## src/rtl/mem_ctrl_pkg.sv

```systemverilog
// Shared types and constants for the memory access arbiter slice.
package mem_ctrl_pkg;

    localparam int unsigned MEM_AW = 4;
    localparam int unsigned MEM_DW = 16;
    localparam int unsigned ID_W   = 2;

    typedef enum logic [1:0] {
        IDLE    = 2'd0,
        GRANT   = 2'd1,
        RD_WAIT = 2'd2
    } state_t;

endpackage

```

## src/rtl/rr_picker.sv

```systemverilog
// Combinational round-robin search: first asserted request at or after ptr, wrapping.
module rr_picker
    import mem_ctrl_pkg::*;
#(
    parameter int unsigned NREQ = 2
) (
    input  logic [NREQ-1:0] req,
    input  logic [ID_W-1:0] ptr,
    output logic            any,
    output logic [ID_W-1:0] idx
);

    // Walk offsets from farthest to nearest so the nearest match is written last.
    always_comb begin
        any = |req;
        idx = '0;
        for (int k = int'(NREQ) - 1; k >= 0; k--) begin
            for (int i = 0; i < int'(NREQ); i++) begin
                if (req[i] && (i == ((int'(ptr) + k) % int'(NREQ)))) begin
                    idx = ID_W'(i);
                end
            end
        end
    end

endmodule

```

## src/rtl/mem_access_arbiter.sv

```systemverilog
// Round-robin arbiter serializing NREQ requesters onto one single-port memory.
module mem_access_arbiter
    import mem_ctrl_pkg::*;
#(
    parameter int unsigned NREQ = 2,
    parameter int unsigned AW   = MEM_AW,
    parameter int unsigned DW   = MEM_DW
) (
    input  logic               clk,
    input  logic               rst_n,
    input  logic [NREQ-1:0]    req_valid,
    output logic [NREQ-1:0]    req_ready,
    input  logic [NREQ-1:0]    req_we,
    input  logic [NREQ*AW-1:0] req_addr,
    input  logic [NREQ*DW-1:0] req_wdata,
    output logic               rsp_valid,
    output logic [ID_W-1:0]    rsp_id,
    output logic [DW-1:0]      rsp_rdata,
    output logic               mem_wr_en,
    output logic               mem_rd_en,
    output logic [AW-1:0]      mem_addr,
    output logic [DW-1:0]      mem_wdata,
    input  logic [DW-1:0]      mem_rdata
);

    state_t          state_q;
    state_t          state_d;
    logic [ID_W-1:0] grant_q;
    logic [ID_W-1:0] ptr_q;
    logic            pick_any;
    logic [ID_W-1:0] pick_idx;
    logic            sel_we;
    logic [AW-1:0]   sel_addr;
    logic [DW-1:0]   sel_wdata;

    rr_picker #(.NREQ(NREQ)) u_picker (
        .req (req_valid),
        .ptr (ptr_q),
        .any (pick_any),
        .idx (pick_idx)
    );

    // Request fields of the latched winner.
    always_comb begin
        sel_we    = 1'b0;
        sel_addr  = '0;
        sel_wdata = '0;
        for (int i = 0; i < int'(NREQ); i++) begin
            if (grant_q == ID_W'(i)) begin
                sel_we    = req_we[i];
                sel_addr  = req_addr[i*AW +: AW];
                sel_wdata = req_wdata[i*DW +: DW];
            end
        end
    end

    always_ff @(posedge clk or negedge rst_n) begin
        if (!rst_n) begin
            state_q <= IDLE;
        end else begin
            state_q <= state_d;
        end
    end

    always_comb begin
        state_d = state_q;
        case (state_q)
            IDLE:    if (pick_any) state_d = GRANT;
            GRANT:   state_d = sel_we ? IDLE : RD_WAIT;
            RD_WAIT: state_d = IDLE;
            default: state_d = IDLE;
        endcase
    end

    // Memory strobes and accept exist only in GRANT; everything else holds at zero.
    always_comb begin
        req_ready = '0;
        mem_wr_en = 1'b0;
        mem_rd_en = 1'b0;
        mem_addr  = '0;
        mem_wdata = '0;
        if (state_q == GRANT) begin
            for (int i = 0; i < int'(NREQ); i++) begin
                req_ready[i] = (grant_q == ID_W'(i));
            end
            mem_wr_en = sel_we;
            mem_rd_en = ~sel_we;
            mem_addr  = sel_addr;
            mem_wdata = sel_wdata;
        end
    end

    // Winner, rotation pointer and read response.
    always_ff @(posedge clk or negedge rst_n) begin
        if (!rst_n) begin
            grant_q   <= '0;
            ptr_q     <= '0;
            rsp_valid <= 1'b0;
            rsp_id    <= '0;
            rsp_rdata <= '0;
        end else begin
            rsp_valid <= 1'b0;
            if ((state_q == IDLE) && pick_any) begin
                grant_q <= pick_idx;
            end
            if (state_q == GRANT) begin
                ptr_q <= (grant_q == ID_W'(NREQ - 1)) ? '0 : grant_q + ID_W'(1);
            end
            if (state_q == RD_WAIT) begin
                rsp_valid <= 1'b1;
                rsp_id    <= grant_q;
                rsp_rdata <= mem_rdata;
            end
        end
    end

endmodule
```

## config.mk

```make
export PLATFORM = sky130hd
export DESIGN_NAME = mem_access_arbiter
export DESIGN_NICKNAME = d
export VERILOG_FILES = /design/src/rtl/mem_ctrl_pkg.sv /design/src/rtl/rr_picker.sv /design/src/rtl/mem_access_arbiter.sv
export SDC_FILE = /design/constraint.sdc
export NUM_CORES = 1
export LEC_CHECK = 0
export ABC_AREA = 0
export CAP_MARGIN = 5
export CORE_ASPECT_RATIO = 1.75
export CORE_UTILIZATION = 33
export DETAILED_ROUTE_END_ITERATION = 8
export PLACE_DENSITY_LB_ADDON = 0.05
export SYNTH_ARGS = -nofsm -noshare
export SYNTH_HDL_FRONTEND = slang
export SYNTH_HIERARCHICAL = 1
export SYNTH_SLANG_ARGS = --single-unit
```

## constraint.sdc

```tcl
create_clock -name clk -period 1.57 [get_ports clk]
set_input_delay 0.314 -clock clk [delete_from_list [all_inputs] [get_ports clk]]
set_output_delay 0.314 -clock clk [all_outputs]
set_load 0.05 [all_outputs]
```

# ---- Yosys cells after proc, flatten, opt, wreduce, memory -nomap -nowiden
# Cells that the tools add are included.
dict set report op_classes {
  n_addsub 2
  multipliers 0
  n_div 0
  n_lt_le_gt_ge 0
  n_eq_ne 5
  n_shift 0
  n_mux 19
  bitwise_logic 2
  reduce_logical 8
}
# operator n
set op_table {}
lappend op_table {{two-way mux 16 bit} 3}
lappend op_table {{zero test 32 bit} 1}
lappend op_table {{two-way mux 4 bit} 3}
lappend op_table {{two-way mux 1 bit} 9}
lappend op_table {{two-way mux 2 bit} 3}
lappend op_table {{logical AND 1 bit} 4}
lappend op_table {{zero test 2 bit} 2}
lappend op_table {{one-hot mux 2 bit (2 select lines)} 1}
lappend op_table {{adder 1 bit (second input constant)} 2}
lappend op_table {{== test 2 x 1 -> 1 bit (second input constant)} 1}
lappend op_table {{== test 2 bit (first input constant)} 1}
lappend op_table {{== test 2 bit (second input constant)} 1}
lappend op_table {{!= test 2 bit (second input constant)} 1}
lappend op_table {{OR reduction 2 bit} 1}
lappend op_table {{bitwise AND 1 bit (first input constant)} 1}
lappend op_table {{== test 1 bit (second input constant)} 1}
lappend op_table {{inverter 1 bit} 1}
dict set report totals {
  reg_bits 22
  latch_bits 0
  ram_bits 0
  mem_bits_ro 0
  inputBits 62
  n_memories 0
}

# ---- Longest topological paths before layout
# Gate-level depths: netlist of run 1.
dict set report logic_depth {
  depth_word 7
  mapped_depth 4
  mapped_depth_nobuf 3
}

# ---- Cells and area by module
# Netlist of run 1, hierarchy kept.
# mod instances cells_per_inst area_each_um2 seq_area_each_um2
set by_module_without_submodules {}
lappend by_module_without_submodules {mem_access_arbiter 1 108 1283.7 625.6}
lappend by_module_without_submodules {rr_picker 1 5 28.8 0.0}

# ---- Least setup slack after synthesis of run 1
# Ideal clock, no wire load.
dict set report synth_path {
  kind {register to output}
  startpoint {register, netlist name grant_q[1]}
  endpoint {output port mem_wdata[0]}
  t_arrival_ns 1.680
  required_time_ns 1.256
  slack_ns -0.424
  stages_incl_launch_ff 5
  n_path_buf 2
  cell_sequence {dfrtp_1 or3b_1 buf_2 buf_6 nor2_1}
}
# element line
set synth_lines {}
lappend synth_lines {{to (decl)} mem_access_arbiter.sv:22} ;# output logic [DW-1:0] mem_wdata,

# ---- Final worst setup path of run 1
dict set report layout_path {
  startpoint {register state_q[1]}
  endpoint {output port mem_addr[2]}
}
dict set report layout_via {
  elab_chain_len 2
}
# element line
set layout_lines {}
lappend layout_lines {{from (decl)} mem_access_arbiter.sv:26} ;# state_t state_q;
lappend layout_lines {{from (signal assigned)} mem_access_arbiter.sv:61} ;# state_q <= state_d;
lappend layout_lines {{== test 2 x 1 -> 1 bit} mem_access_arbiter.sv:82} ;# if (state_q == GRANT) begin
lappend layout_lines {{two-way mux 4 bit} mem_access_arbiter.sv:82}
lappend layout_lines {{to (decl)} mem_access_arbiter.sv:21} ;# output logic [AW-1:0] mem_addr,
# No other way between the ends.

==> metrics.yaml, run 1 <==
status:
  violations: "negative setup slack"
  status: "finished with violations"
synth:
  avgSynthCellArea_um2: 11.5
  syn_inst: 110
  syn-cell-area_um2: 1270
  ys_warn_count: 6
  syn-num-nets: 172
floorplanning:
  design.core.area_um2: 3660
  die_h_um: 84.1
  fp.dieW_um: 48.9
  start_util_pct: 34.7
  dieArea_um2: 4110
  placementRows: 29
  ioPinCount: 105
global_route:
  grt_max_degree: 25
  first_global_vias: 1461
  grt_pass1_wl_um: 6980
  track_usage_pct: 22.0
  grt.overflow.total: 0
  grt_antenna_before_repair: 0
route:
  route.met2.wl_um: 2490
  wl_um: 4220
  dr.pass1.iters: 3
  vias: 1275
  drt-met1-wl_um: 1410
  drt_iter0_drc: 12
  wl_met3_um: 227
  antenna_left: 0
  routedWlPerCell_um: 15.7
  drc: 0
  viasPerCell: 4.76
  highest_layer: "met4"
timing:
  rsz0062_at_grt: "true"
  setup_viol: 24
  layout_setup_ws_ns: -0.302
  hold_viol: 0
  fmax_ghz: 0.534
  post-route-period-util_pct: 119
  hold_slack_ns: 0.404
  min_period_ns: 1.87
  maxSlewViolCount: 0
  finClkSkew_ns: 0.00226
pwr:
  total_leakage_power_nw: 1.21
  p_per_area_nw_per_um2: 2070
  total_power_mw: 5.96
  ir_drop_mv: 1.79
clocking:
  cts_hold_buf: 0
  cts_tree: "done"
  cts_made_buffers: 3
  cts_root_buffer: "clkbuf_8"
  cts_num_sinks: 24
  cts_buffer_depth: 2
  clk_pin_slew_ns: 0.08
  htreeDepth: 1
  clock_latency_ns: 0.26
hold_path:
  hold_path_class: "in -> async"
layout:
  layout_common_cells: "61 x clkdlybuf4s50_1, 29 x buf_4, 25 x buf_12, 23 x dfrtp_1, 22 x nor2_4"
  utilization_pct: 78.6
  final_common_cell: "clkdlybuf4s50_1"
  antenna_cells: 0
  final_layout_size_suffix_gt1_share_pct: 49.5
  postLayoutCellArea_um2: 2880
  area_growth_pct: 127
  nNetsFinal: 286
job:
  cap_violations: 0
critical_path:
  arrival_ns: 1.56
  critPathMaxFanout: 10
  cp.required_ns: 1.26
  start_kind: "register"
  end_kind: "output pin"
  crit_type: "reg -> out"
placement:
  post-place-ws_ns: -0.226
  gp_congestion: 0.769
  numPortBuffers: 104
  dp_hpwl_um: 3430
  placedInstanceArea_um2: 2770
-- through the flow --
stage,cells,setup TNS [ns]
after detailed placement,263,-3.34
after global placement,263,-2.59
final,268,-6.78
after CTS,268,-7.09
after global routing,268,-7.95
after floorplan,110,-1.46
-- timing repair --
item | 4_1_cts | 5_1_grt
buffers inserted | 1 | 0
setup endpoints to repair | 24 | 26
pin swaps | 2 | 1
cloned | 1 | 0
hold endpoints to repair | 0 | 0
gates resized for setup | 8 | 2
-- state kept, by name, summed over array words and instances (netlist names) --
name       cells
grant_q        2
ptr_q          1
rsp_id         2
rsp_rdata     16
rsp_valid      1
state_q        2
-- layer usage --
layer  vias up  global-route usage [%]
met2        67                    44.1
li1        590                       -
met4         0                    9.09
met3         8                    3.10
met1       610                    21.3
met5         -                       0
-- final timing paths --
kind | endpoint | startpoint | depth (start not counted) | slack (ns)
worst min register to register | rsp_rdata[3]$_DFFE_PN0P_ | rsp_rdata[3]$_DFFE_PN0P_ | 1 | 0.51
worst max-delay path | mem_addr[2] | state_q[1]$_DFFE_PN0P_ | 4 | -0.30
min in group clk | rsp_rdata[3]$_DFFE_PN0P_ | rsp_rdata[3]$_DFFE_PN0P_ | 1 | 0.51
worst max register to register | rsp_rdata[6]$_DFFE_PN0P_ | state_q[0]$_DFFE_PN0P_ | 4 | 0.26
worst min-delay path | rsp_rdata[14]$_DFFE_PN0P_ | rst_n | 2 | 0.40
max in group asynchronous | grant_q[0]$_DFFE_PN0P_ | rst_n | 2 | 0.92
-- cell type report --
type                            count  area, µm²
Sequential cell                    24        602
Tap cell                           46       57.6
Fill cell                         258        783
Clock buffer                        3       41.3
Timing Repair Buffer              118       1380
Multi-Input combinational cell     74        791
Inverter                            3       11.3
-- critical path, cell delays in order, from the launching register on --
cell,delay (ns)
dfrtp_1,0.38
or3b_4,0.47
buf_12,0.19
nor2_4,0.11
buf_12,0.14
-- power breakdown --
group          leakage [nW]  switching (mW)  internal, mW
Combinational         0.906            2.57          1.93
Sequential            0.285           0.175         0.933
Clock                0.0216           0.172         0.171
Total                  1.21            2.92          3.04
Power figures use the tool's default switching activity.
==> inputs of run 2 (changes only) <==
--- a/config.mk
+++ b/config.mk
@@ -8,9 +8,10 @@
 export ABC_AREA = 0
 export CAP_MARGIN = 5
 export CORE_ASPECT_RATIO = 1.75
-export CORE_UTILIZATION = 33
+export CORE_UTILIZATION = 30
 export DETAILED_ROUTE_END_ITERATION = 8
 export PLACE_DENSITY_LB_ADDON = 0.05
+export SKIP_CTS_REPAIR_TIMING = 1
 export SYNTH_ARGS = -nofsm -noshare
 export SYNTH_HDL_FRONTEND = slang
 export SYNTH_HIERARCHICAL = 1
==> constraint.sdc (replaced) <==
create_clock -name clk -period 1.6 [get_ports clk]
set_input_delay 0.32 -clock clk [delete_from_list [all_inputs] [get_ports clk]]
set_output_delay 0.32 -clock clk [all_outputs]
set_load 0.005 [all_outputs]
==> metrics.yaml, run 2 (same netlist as run 1, synthesis figures left out) <==
global_route:
  grt_antenna_before_repair: 0  # unchanged
  grt.overflow.total: 0  # unchanged
  grt_pass1_wl_um: 5370  # was 6980 µm
  grt_max_degree: 25  # unchanged
  track_usage_pct: 15.8  # was 22.0%
  first_global_vias: 1201  # was 1461
pwr:
  intPower_mw: 2.60  # was 3.04 mW
  power.switching_mw: 1.23  # was 2.92 mW
  total_power_mw: 3.83  # was 5.96 mW
  clockPowerShare_pct: 10.6  # was 5.8%
  seqPwrFrac_pct: 27.8  # was 18.6%
  share_comb_of_total_power_pct: 61.6  # was 75.6%
  total_leakage_power_nw: 1.15  # was 1.21 nW
  ir_drop_mv: 1.30  # was 1.79 mV
  p_per_area_nw_per_um2: 1520  # was 2070 nW/µm²
  switching_share_pct: 32.1  # was 49.0%
route:
  viasPerCell: 4.57  # was 4.76
  dr.pass1.iters: 2  # was 3
  vias: 1239  # was 1275
  wl_um: 3860  # was 4220 µm
  drt_iter0_drc: 9  # was 12
  routedWlPerCell_um: 14.2  # was 15.7 µm
  drc: 0  # unchanged
  antenna_left: 0  # unchanged
status:
  status: "finished with violations"  # unchanged
  violations: "negative setup slack"  # unchanged
critical_path:
  crit_type: "reg -> out"  # unchanged
  start_kind: "register"  # unchanged
  critPathMaxFanout: 6  # was 10
  end_kind: "output pin"  # unchanged
  cp.required_ns: 1.28  # was 1.26 ns
  arrival_ns: 1.55  # was 1.56 ns
  r2r_cells: 3  # was 4
clocking:
  cts_buffer_depth: 2  # unchanged
  clk_pin_slew_ns: 0.08  # about the same
  cts_tree: "done"  # unchanged
  cts_root_buffer: "clkbuf_8"  # unchanged
  clock_latency_ns: 0.26  # about the same
  cts_made_buffers: 3  # unchanged
  htreeDepth: 1  # unchanged
  cts_num_sinks: 24  # unchanged
timing:
  fmax_ghz: 0.534
  layout_setup_ws_ns: -0.272  # was -0.302 ns
  post-route-period-util_pct: 117
  maxSlewViolCount: 0  # unchanged
  hold_viol: 0  # unchanged
  min_period_ns: 1.87
  rsz0062_at_grt: "true"  # unchanged
  hold_slack_ns: 0.397  # was 0.404 ns
  finClkSkew_ns: 0.00643  # was 0.00226 ns
  setup_viol: 23  # was 24
layout:
  final_common_cell: "clkdlybuf4s50_1"  # unchanged
  layout_common_cells: "78 x clkdlybuf4s50_1, 24 x dfrtp_1, 21 x mux2_2, 18 x mux2i_1, 12 x buf_2"  # was 61 x clkdlybuf4s50_1, 29 x buf_4, 25 x buf_12, 23 x dfrtp_1, 22 x nor2_4
  antenna_cells: 0  # unchanged
  largest_register_ffs: 16  # unchanged
  postLayoutCellArea_um2: 2520  # was 2880 µm²
  utilization_pct: 61.2  # was 78.6%
  nNetsFinal: 285  # was 286
  area_growth_pct: 98.2  # was 127%
  final_layout_size_suffix_gt1_share_pct: 36.0  # was 49.5%
  largest_register: "rsp_rdata"  # unchanged
placement:
  placedInstanceArea_um2: 2400  # was 2770 µm²
  dp_hpwl_um: 2930  # was 3430 µm
  gp_congestion: 0.648  # was 0.769
  numPortBuffers: 104  # unchanged
floorplanning:
  fp.dieW_um: 51.2  # was 48.9 µm
  placementRows: 31  # was 29
  dieArea_um2: 4510  # was 4110 µm²
  die_h_um: 88.1  # was 84.1 µm
  design.core.area_um2: 4110  # was 3660 µm²
  start_util_pct: 30.9  # was 34.7%
  ioPinCount: 105  # unchanged
job:
  cap_violations: 0  # unchanged
hold_path:
  hold_path_class: "in -> async"  # unchanged
## run 2: changes by cell type in the layout (fill, tap and decap cells not counted), sizes merged
cell	previous run	this run
buf	57	24
clkbuf	3	15
clkdlybuf4s50	61	78
dlymetal6s2s	0	4
## run 2: cell type report
class                           count  area (µm²)
Fill cell                         387        1590
Clock buffer                        4        55.1
Inverter                            3        11.3
Tap cell                           49        61.3
Sequential cell                    24         601
Multi-Input combinational cell     74         693
Timing Repair Buffer              117        1100
## run 2: critical path, cell delays in order, from the launching register on
cell	delay, ns
dfrtp_1	0.39
or3b_4	0.41
buf_6	0.14
clkbuf_16	0.16
nor2_4	0.07
buf_2	0.12
## run 2: worst paths after layout
path	start	end	slack [ns]
min	rst_n	rsp_rdata[14]$_DFFE_PN0P_	0.40
max	state_q[1]$_DFFE_PN0P_	mem_wdata[14]	-0.27
min reg2reg	rsp_rdata[7]$_DFFE_PN0P_	rsp_rdata[7]$_DFFE_PN0P_	0.51
min in group clk	req_we[0]	state_q[1]$_DFFE_PN0P_	0.40
max in group asynchronous	rst_n	grant_q[1]$_DFFE_PN0P_	0.96
max reg2reg	state_q[1]$_DFFE_PN0P_	grant_q[1]$_DFFE_PN0P_	0.21
## run 2: routing by layer
metal | GRT usage (%) | share of wire [%]
met5 | 0 | 0
met4 | 6.06 | 1.2
met3 | 4.34 | 9.0
met2 | 30.3 | 57
met1 | 15.4 | 33
## run 2: power by group through the flow
stage	registers [mW]	clock network (mW)	logic, mW
finish	1.06	0.404	2.36
global route	1.11	0.431	2.53
CTS	1.07	0.416	2.20
detailed placement	1.08	0	2.19
global placement	1.06	0	2.13
floorplan	1.08	0	0.978
## run 2: per-stage QoR
step / cells / TNS, ns / setup WS, ns
floorplan: 110 / 0 / 0.158
global placement: 264 / -6.53 / -0.374
detailed placement: 264 / -7.15 / -0.427
CTS: 268 / -13.65 / -0.590
global route: 271 / -6.30 / -0.336
finish: 271 / -4.87 / -0.272
